### config.mk
export PLATFORM = sky130hd
export DESIGN_NAME = jedro_1_csr_arbiter
export DESIGN_NICKNAME = d
export VERILOG_FILES = /design/src/rtl/jedro_1_csr_arbiter.sv
export SDC_FILE = /design/constraint.sdc
export NUM_CORES = 1
export LEC_CHECK = 0
export CAP_MARGIN = 20
export CORE_MARGIN = 2
export CORE_UTILIZATION = 50
export DETAILED_ROUTE_END_ITERATION = 8
export GPL_TIMING_DRIVEN = 1
export PLACE_DENSITY_LB_ADDON = 0.08
export SYNTH_ARGS = -nofsm -noshare
export SYNTH_HDL_FRONTEND = slang
export SYNTH_SLANG_ARGS = --single-unit
### constraint.sdc
create_clock -name clk_i -period 3 [get_ports clk_i]
set_clock_uncertainty 0.15 [all_clocks]
set_input_delay 0.3 -clock clk_i [delete_from_list [all_inputs] [get_ports clk_i]]
set_output_delay 0.3 -clock clk_i [all_outputs]
set_load 0.01 [all_outputs]
### src/rtl/jedro_1_csr_arbiter.sv
// Two-requester round-robin arbiter that turns CSR RW/RS/RC requests into
// read-modify-write sequences on a single-ported CSR file.
module jedro_1_csr_arbiter #(
  parameter int unsigned DATA_WIDTH = 32,
  parameter int unsigned ADDR_WIDTH = 12
) (
  input  logic                  clk_i,
  input  logic                  rstn_i,
  input  logic                  req0_i,
  input  logic [ADDR_WIDTH-1:0] req0_addr_i,
  input  logic [1:0]            req0_op_i,
  input  logic [DATA_WIDTH-1:0] req0_wdata_i,
  input  logic                  req1_i,
  input  logic [ADDR_WIDTH-1:0] req1_addr_i,
  input  logic [1:0]            req1_op_i,
  input  logic [DATA_WIDTH-1:0] req1_wdata_i,
  output logic                  gnt0_o,
  output logic                  rvalid0_o,
  output logic [DATA_WIDTH-1:0] rdata0_o,
  output logic                  err0_o,
  output logic                  gnt1_o,
  output logic                  rvalid1_o,
  output logic [DATA_WIDTH-1:0] rdata1_o,
  output logic                  err1_o,
  output logic [ADDR_WIDTH-1:0] csr_addr_o,
  output logic                  csr_re_o,
  input  logic [DATA_WIDTH-1:0] csr_rdata_i,
  output logic                  csr_we_o,
  output logic [DATA_WIDTH-1:0] csr_wdata_o,
  output logic                  busy_o
);

  typedef enum logic [1:0] {
    IDLE  = 2'd0,
    READ  = 2'd1,
    WRITE = 2'd2,
    RESP  = 2'd3
  } state_t;

  localparam logic [1:0] OP_RW  = 2'b00;
  localparam logic [1:0] OP_RS  = 2'b01;
  localparam logic [1:0] OP_RC  = 2'b10;
  localparam logic [1:0] OP_ILL = 2'b11;

  state_t                  state_q, state_d;
  logic [ADDR_WIDTH-1:0]   addr_q;
  logic [1:0]              op_q;
  logic [DATA_WIDTH-1:0]   wdata_q;
  logic [DATA_WIDTH-1:0]   old_q;
  logic                    winner_q;
  logic                    last_q;
  logic                    pick;
  logic                    grant;
  logic                    legal;

  // Tie goes to whoever was not granted last; a lone requester always wins.
  assign pick  = (req0_i && req1_i) ? ~last_q : req1_i;
  assign grant = rstn_i && (state_q == IDLE) && (req0_i || req1_i);
  assign legal = (op_q != OP_ILL);
  assign busy_o = (state_q != IDLE);

  // State register.
  always_ff @(posedge clk_i or negedge rstn_i) begin
    if (!rstn_i) begin
      state_q <= IDLE;
    end else begin
      state_q <= state_d;
    end
  end

  // Next-state, grant and CSR-file strobes.
  always_comb begin
    state_d     = state_q;
    gnt0_o      = 1'b0;
    gnt1_o      = 1'b0;
    csr_addr_o  = '0;
    csr_re_o    = 1'b0;
    csr_we_o    = 1'b0;
    csr_wdata_o = '0;
    case (state_q)
      IDLE: begin
        if (grant) begin
          gnt0_o  = ~pick;
          gnt1_o  = pick;
          state_d = READ;
        end
      end
      READ: begin
        csr_addr_o = addr_q;
        csr_re_o   = legal;
        state_d    = WRITE;
      end
      WRITE: begin
        csr_addr_o = addr_q;
        state_d    = RESP;
        case (op_q)
          OP_RW: begin
            csr_wdata_o = wdata_q;
            csr_we_o    = 1'b1;
          end
          OP_RS: begin
            csr_wdata_o = old_q | wdata_q;
            csr_we_o    = |wdata_q;
          end
          OP_RC: begin
            csr_wdata_o = old_q & ~wdata_q;
            csr_we_o    = |wdata_q;
          end
          default: ;
        endcase
      end
      RESP: begin
        state_d = IDLE;
      end
      default: state_d = IDLE;
    endcase
  end

  // Request capture, old-value capture and registered responses.
  always_ff @(posedge clk_i or negedge rstn_i) begin
    if (!rstn_i) begin
      addr_q    <= '0;
      op_q      <= 2'b00;
      wdata_q   <= '0;
      old_q     <= '0;
      winner_q  <= 1'b0;
      last_q    <= 1'b1;
      rvalid0_o <= 1'b0;
      rvalid1_o <= 1'b0;
      rdata0_o  <= '0;
      rdata1_o  <= '0;
      err0_o    <= 1'b0;
      err1_o    <= 1'b0;
    end else begin
      rvalid0_o <= 1'b0;
      rvalid1_o <= 1'b0;
      if (grant) begin
        winner_q <= pick;
        last_q   <= pick;
        addr_q   <= pick ? req1_addr_i  : req0_addr_i;
        op_q     <= pick ? req1_op_i    : req0_op_i;
        wdata_q  <= pick ? req1_wdata_i : req0_wdata_i;
      end
      if (state_q == READ) begin
        old_q <= legal ? csr_rdata_i : '0;
      end
      if (state_q == WRITE) begin
        if (!winner_q) begin
          rvalid0_o <= 1'b1;
          rdata0_o  <= legal ? old_q : '0;
          err0_o    <= ~legal;
        end else begin
          rvalid1_o <= 1'b1;
          rdata1_o  <= legal ? old_q : '0;
          err1_o    <= ~legal;
        end
      end
    end
  end

endmodule

==> results.yml, run 1 <==
clock_network:
  cts_buffer_depth: 2
  cts-root-buf: "clkbuf_16"
  numCtsBuffers: 17
  clkLatencyLatePin_ns: 0.42
  htree_levels: 4
  cts_tree: "done"
  cts.sinks: 150
  cts_setup_buffers: 0
  cts.reportedPaths.clkPinSlew_ns: 0.06
worst_hold_path:
  hp-class: "input port to asynchronous set/reset pin"
sta:
  worst_hold_slack_ns: 0.150
  timing.final.crit_share_pct: 95.0
  fmax_mhz: 351
  drv_slew: 0
  maxSlewHeadroom_pct: 40.3
  setup_ws_ns: 0.150
  hold_viol: 0
  fin_crit_ns: 2.85
  setup_viol: 0
  tightest_slew_ns: 0.896
run:
  maxCapViolCount: 0
detailed_routing:
  post-route-drc-count: 0
  drtIter0Drc: 419
  drt_wl_total_um: 20700
  drtAntennaViolNets: 0
  dr.pass1.iters: 5
  wl_per_cell_um: 18.0
  vias: 6180
  viasPerCell: 5.40
critical_path:
  worst_path_max_delay_cell: "clkdlybuf4s50_1"
  critPathKind: "flop to primary output"
  critPathMaxFanout: 21
  r2r-start: "state_q[0]"
  cp-end-kind: "primary output"
  r2r_end: "rdata0_o[20]"
  arrival_ns: 2.40
  critPathRequiredTime_ns: 2.55
  max_stage_delay_ns: 0.59
  r2r_slack_ns: 0.92
  reg2regPathDepth: 5
  cp_cell_sequence: "inv_1 -> ha_1 -> buf_12 -> o221a_2 -> clkdlybuf4s50_1"
  worstSetupStartpointType: "flop"
floorplan:
  die_x_um: 125
  die_y_um: 125
  core.rowCount: 44
  io_pins: 245
  core_area_sq_mm: 0.0144
  start_util_pct: 50.8
  dieArea_sq_mm: 0.0156
synth:
  synth.area.top_cells: "dfrtp_1 51%, o21ai_0 8.2%, mux2i_1 6.4%"
  ys_ff_latch: 150
  ys_warn_count: 0
  ys_types: 29
  async_flop_share_pct: 100
  yosys.area.top_type_share_pct: 50.9
  synth_nets: 864
  yosysSeqAreaShare_pct: 51.3
  ys.flop_type: "dfrtp_1"
  syn_area_per_cell_sq_um: 10.1
  syn_area_sq_mm: 0.00732
  yosysTopAreaCell: "dfrtp_1"
  synthCells: 728
  synth_edf_count: 0
place:
  hpwl_um: 15100
  gp_congestion: 0.836
  placed_cells: 1113
  portBuffers: 244
  pre_cts_slack_ns: 0.501
  placed_area_sq_mm: 0.00989
grt:
  grt_max_degree: 73
  grt_pass1_vias: 6104
  met1_usage_pct: 37.1
  antenna_found_initial: 0
  overflow: 0
  grt_first_pass_wirelength_um: 32800
  busiest_layer: "met2"
  grtUsageTotal_pct: 26.6
  use_met3_pct: 5.69
  use_met2_pct: 42.0
power:
  ir_drop_uv: 586
  p_per_area_mw_per_mm2: 1040
  leakage_uw: 0.00467
cells_and_area:
  final_cells: 1145
  antenna_cells: 0
  drive_gt1_share_pct: 12.6
  syn_to_final_growth_pct: 43.3
  n_fill_cell: 1058
  fin_nets: 1085
  multi_input_comb_area_sq_mm: 0.00317
  ff_latch_area_sq_mm: 0.00375
  final_area_sq_mm: 0.0105
run_status:
  status: "finished clean"
-- stage by stage --
step,utilization (%),power [uW],setup TNS [ns]
6_report,72.8,10900,0
3_3_place_gp,68.6,8580,0
2_1_floorplan,-,6310,0
5_1_grt,72.8,11600,-0.00125
3_5_place_dp,68.6,8780,0
4_1_cts,72.7,11000,0
-- registers in the layout, summed over array words and instances (netlist names), 2 cells and up --
| name | count |
|---|---|
| state_q | 2 |
| addr_q | 12 |
| wdata_q | 32 |
| rdata1_o | 32 |
| old_q | 32 |
| rdata0_o | 32 |
| op_q | 2 |
-- metal layers --
| metal | wire [um] | part of all wire, % | vias to the layer above |
|---|---|---|---|
| met1 | 9350 | 45 | 2989 |
| met5 | 0 | 0 | - |
| met3 | 1170 | 5.7 | 33 |
| met2 | 9730 | 47 | 215 |
| li1 | - | - | 2943 |
| met4 | 407 | 2.0 | 0 |
-- critical path: cells and delay by family, from the launching register on --
kind | cells | cell delay (ns)
compound gates | 1 | 0.19
fa+ha+maj | 1 | 0.46
buf+inv | 3 | 0.92
flops | 1 | 0.42
-- placed cells by master (no fill, tap or decap), drive strengths merged, types with 8 or more instances in the layout --
cell type,netlist,layout
buf,19,15
and2,13,13
mux2i,47,47
nand2,116,116
mux2,34,34
ha,8,8
dfrtp,149,149
clkdlybuf4s50,0,242
nand2b,33,33
clkbuf,38,18
nand3b,32,32
o221a,31,31
o21ai,149,149
inv,39,43
-- Yosys cell counts, drive strengths merged (2+ instances only) --
library cell	number
mux2	34
buf	19
o21ai	149
dfrtp	149
and2	13
nor2b	2
o221a	31
mux2i	47
inv	39
clkbuf	38
ha	8
nand3b	32
nor3	2
nor2	3
nand2b	33
nor4	6
nand2	116
-- final cells by class --
type | instances | area share [%]
Sequential cell | 150 | 35.8
Multi-Input combinational cell | 482 | 30.2
Timing Repair Buffer | 259 | 24.9
Clock buffer | 18 | 4.18
Tap cell | 184 | 2.19
Clock inverter | 13 | 1.39
Inverter | 39 | 1.39
-- logic make-up (layout without fill, tap and decap cells) --
family,after synthesis,count (layout),synth area share [%]
DFF,150,150,51.3
AOI/OAI and AO/OA,183,183,15.4
adders and majority gates,8,8,1.37
and+or+nand+nor,210,210,14.4
buffers and inverters,96,329,5.93
muxes,81,81,11.7
-- how the worst max path moves through the flow --
stage	cells after the start	endpoint	start
2_1_floorplan	5	csr_wdata_o[22]	op_q[0]
3_3_place_gp	6	csr_wdata_o[4]	op_q[0]
3_5_place_dp	6	csr_wdata_o[12]	op_q[0]
4_1_cts	7	csr_we_o	state_q[0]
5_1_grt	6	csr_wdata_o[30]	op_q[1]
6_report	5	csr_wdata_o[31]	op_q[1]
-- where the power goes --
| part | total (uW) | internal, uW | switching, uW |
|---|---|---|---|
| clock | 2130 | 1250 | 878 |
| sequential | 3840 | 2970 | 865 |
| combinational | 4950 | 2570 | 2380 |
| total | 10900 | 6790 | 4130 |
-- what timing repair did --
item / CTS / global route
hold endpoints to repair: 23 / 0
gates resized for setup: 0 / 3
endpoints found under the setup margin: 0 / 22
hold buffers: 1 / 0
Power figures use the tool's default switching activity.
==> run 2, diff against run 1 <==
Settings changed: CORE_ASPECT_RATIO set to 1.2.
==> results.yml, run 2 (same netlist as run 1, synthesis figures left out) <==
run_status:
  status: "finished clean"
detailed_routing:
  vias: 6161
  post-route-drc-count: 0
  dr.pass1.iters: 5
  viasPerCell: 5.39
  drtAntennaViolNets: 0
  drt_wl_total_um: 20300
  drtIter0Drc: 477
  wl_per_cell_um: 17.7
sta:
  timing.final.crit_share_pct: 96.6
  fin_crit_ns: 2.90
  setup_viol: 0
  setup_ws_ns: 0.101
  drv_slew: 0
  hold_viol: 0
  fmax_mhz: 345
  tns_ns: 0
  tightest_slew_ns: 0.920
  worst_hold_slack_ns: 0.323
  rsz0062_at_grt: "false"
  maxSlewHeadroom_pct: 38.6
cells_and_area:
  antenna_cells: 0
  layout_common_cells: "243 x clkdlybuf4s50_1, 149 x dfrtp_1, 119 x o21ai_0, 115 x nand2_1, 47 x mux2i_1"
  syn_to_final_growth_pct: 43.7
  n_fill_cell: 1029
  drive_gt1_share_pct: 13.2
  layout.cells.most_common: "clkdlybuf4s50_1"
  fin_nets: 1091
  multi_input_comb_area_sq_mm: 0.00317
  ff_latch_area_sq_mm: 0.00375
grt:
  grt_pass1_vias: 6151
  grtUsageTotal_pct: 26.5
  grt_max_degree: 151
  overflow: 0
  grt_first_pass_wirelength_um: 31900
  antenna_found_initial: 0
critical_path:
  cp-end-kind: "primary output"
  critPathRequiredTime_ns: 2.55
  critPathMaxFanout: 12
  arrival_ns: 2.45
  reg2regPathDepth: 6
  worstSetupStartpointType: "flop"
  critPathKind: "flop to primary output"
  r2r_slack_ns: 0.85
clock_network:
  cts.reportedPaths.clkPinSlew_ns: 0.06
  cts-root-buf: "clkbuf_16"
  cts.sinks: 150
  cts_tree: "done"
  numCtsBuffers: 17
  clkLatencyLatePin_ns: 0.41
  htree_levels: 4
  cts_buffer_depth: 2
worst_hold_path:
  min_path_cells: 3
  hp-class: "input port to flop"
floorplan:
  dieArea_sq_mm: 0.0156
  core_area_sq_mm: 0.0144
  start_util_pct: 51.0
  io_pins: 245
  die_y_um: 137
  core.rowCount: 48
  die_x_um: 114
place:
  gp_congestion: 0.945
  pre_cts_slack_ns: 0.238
  portBuffers: 244
  hpwl_um: 15000
power:
  power_uw: 10900
  ir_drop_uv: 454
  leakage_uw: 0.00469
  p_per_area_mw_per_mm2: 1040
run:
  maxCapViolCount: 0
==> run 2: changes by cell type in the layout (fill, tap and decap cells not counted), sizes merged <==
| cell | previous run | this run |
|---|---|---|
| clkinvlp | 5 | 2 |
| dlymetal6s2s | 1 | 0 |
| inv | 43 | 45 |
| clkinv | 2 | 5 |
| clkdlybuf4s50 | 242 | 243 |
| bufinv | 2 | 1 |
| buf | 15 | 21 |
==> run 2: area by class of cell <==
class | instances | area share, %
clock inverter | 14 | 1.53
multi-input combinational | 482 | 30.2
timing repair buffer | 265 | 25.0
clock buffer | 18 | 4.17
tap | 175 | 2.08
inverter | 39 | 1.39
sequential | 150 | 35.7
==> run 2: worst paths after layout <==
| path | start | endpoint |
|---|---|---|
| min in group asynchronous | rstn_i | old_q[16] |
| max in group asynchronous | rstn_i | winner_q |
| setup reg to reg | state_q[0] | rdata0_o[18] |
| hold / removal | csr_rdata_i[5] | old_q[5] |
| setup / recovery | state_q[0] | csr_wdata_o[5] |
| hold reg to reg | rdata0_o[5] | rdata0_o[5] |
==> run 2: power by group <==
| part | internal, uW | switching (uW) |
|---|---|---|
| logic | 2590 | 2370 |
| clock network | 1200 | 917 |
| registers | 2970 | 870 |
| total | 6760 | 4160 |
==> run 2: worst max-delay path, cell delays in order, from the launching register on <==
cell,delay (ns)
dfrtp_1,0.39
inv_1,0.15
ha_2,0.26
nor2b_4,0.31
buf_6,0.19
o221a_2,0.18
clkdlybuf4s50_1,0.55
==> run 2: layer usage <==
layer,share of wire (%),up-vias,routed length (um),global-route usage [%]
met2,49,240,9890,43.5
met3,5.7,44,1160,5.67
met1,43,2913,8680,34.1
met4,2.7,0,538,10.7
met5,0,-,0,0
li1,-,2964,-,-
==> run 2: through the flow <==
| step | cell area [sq um] | util [%] | std cells |
|---|---|---|---|
| CTS | 10500 | 73.2 | 1143 |
| global placement | 9870 | 68.8 | 1107 |
| floorplan | 7320 | - | 728 |
| finish | 10500 | 73.3 | 1143 |
| detailed placement | 9870 | 68.8 | 1107 |
| global route | 10500 | 73.3 | 1143 |
==> run 2: timing repair <==
item                       4_1_cts  5_1_grt
hold buffers                     1        0
pin swaps                        0        0
buffers inserted                 3        0
setup endpoints to repair       33       23
gates resized for setup          1        6
cloned                           0        0
hold endpoints to repair       149        0
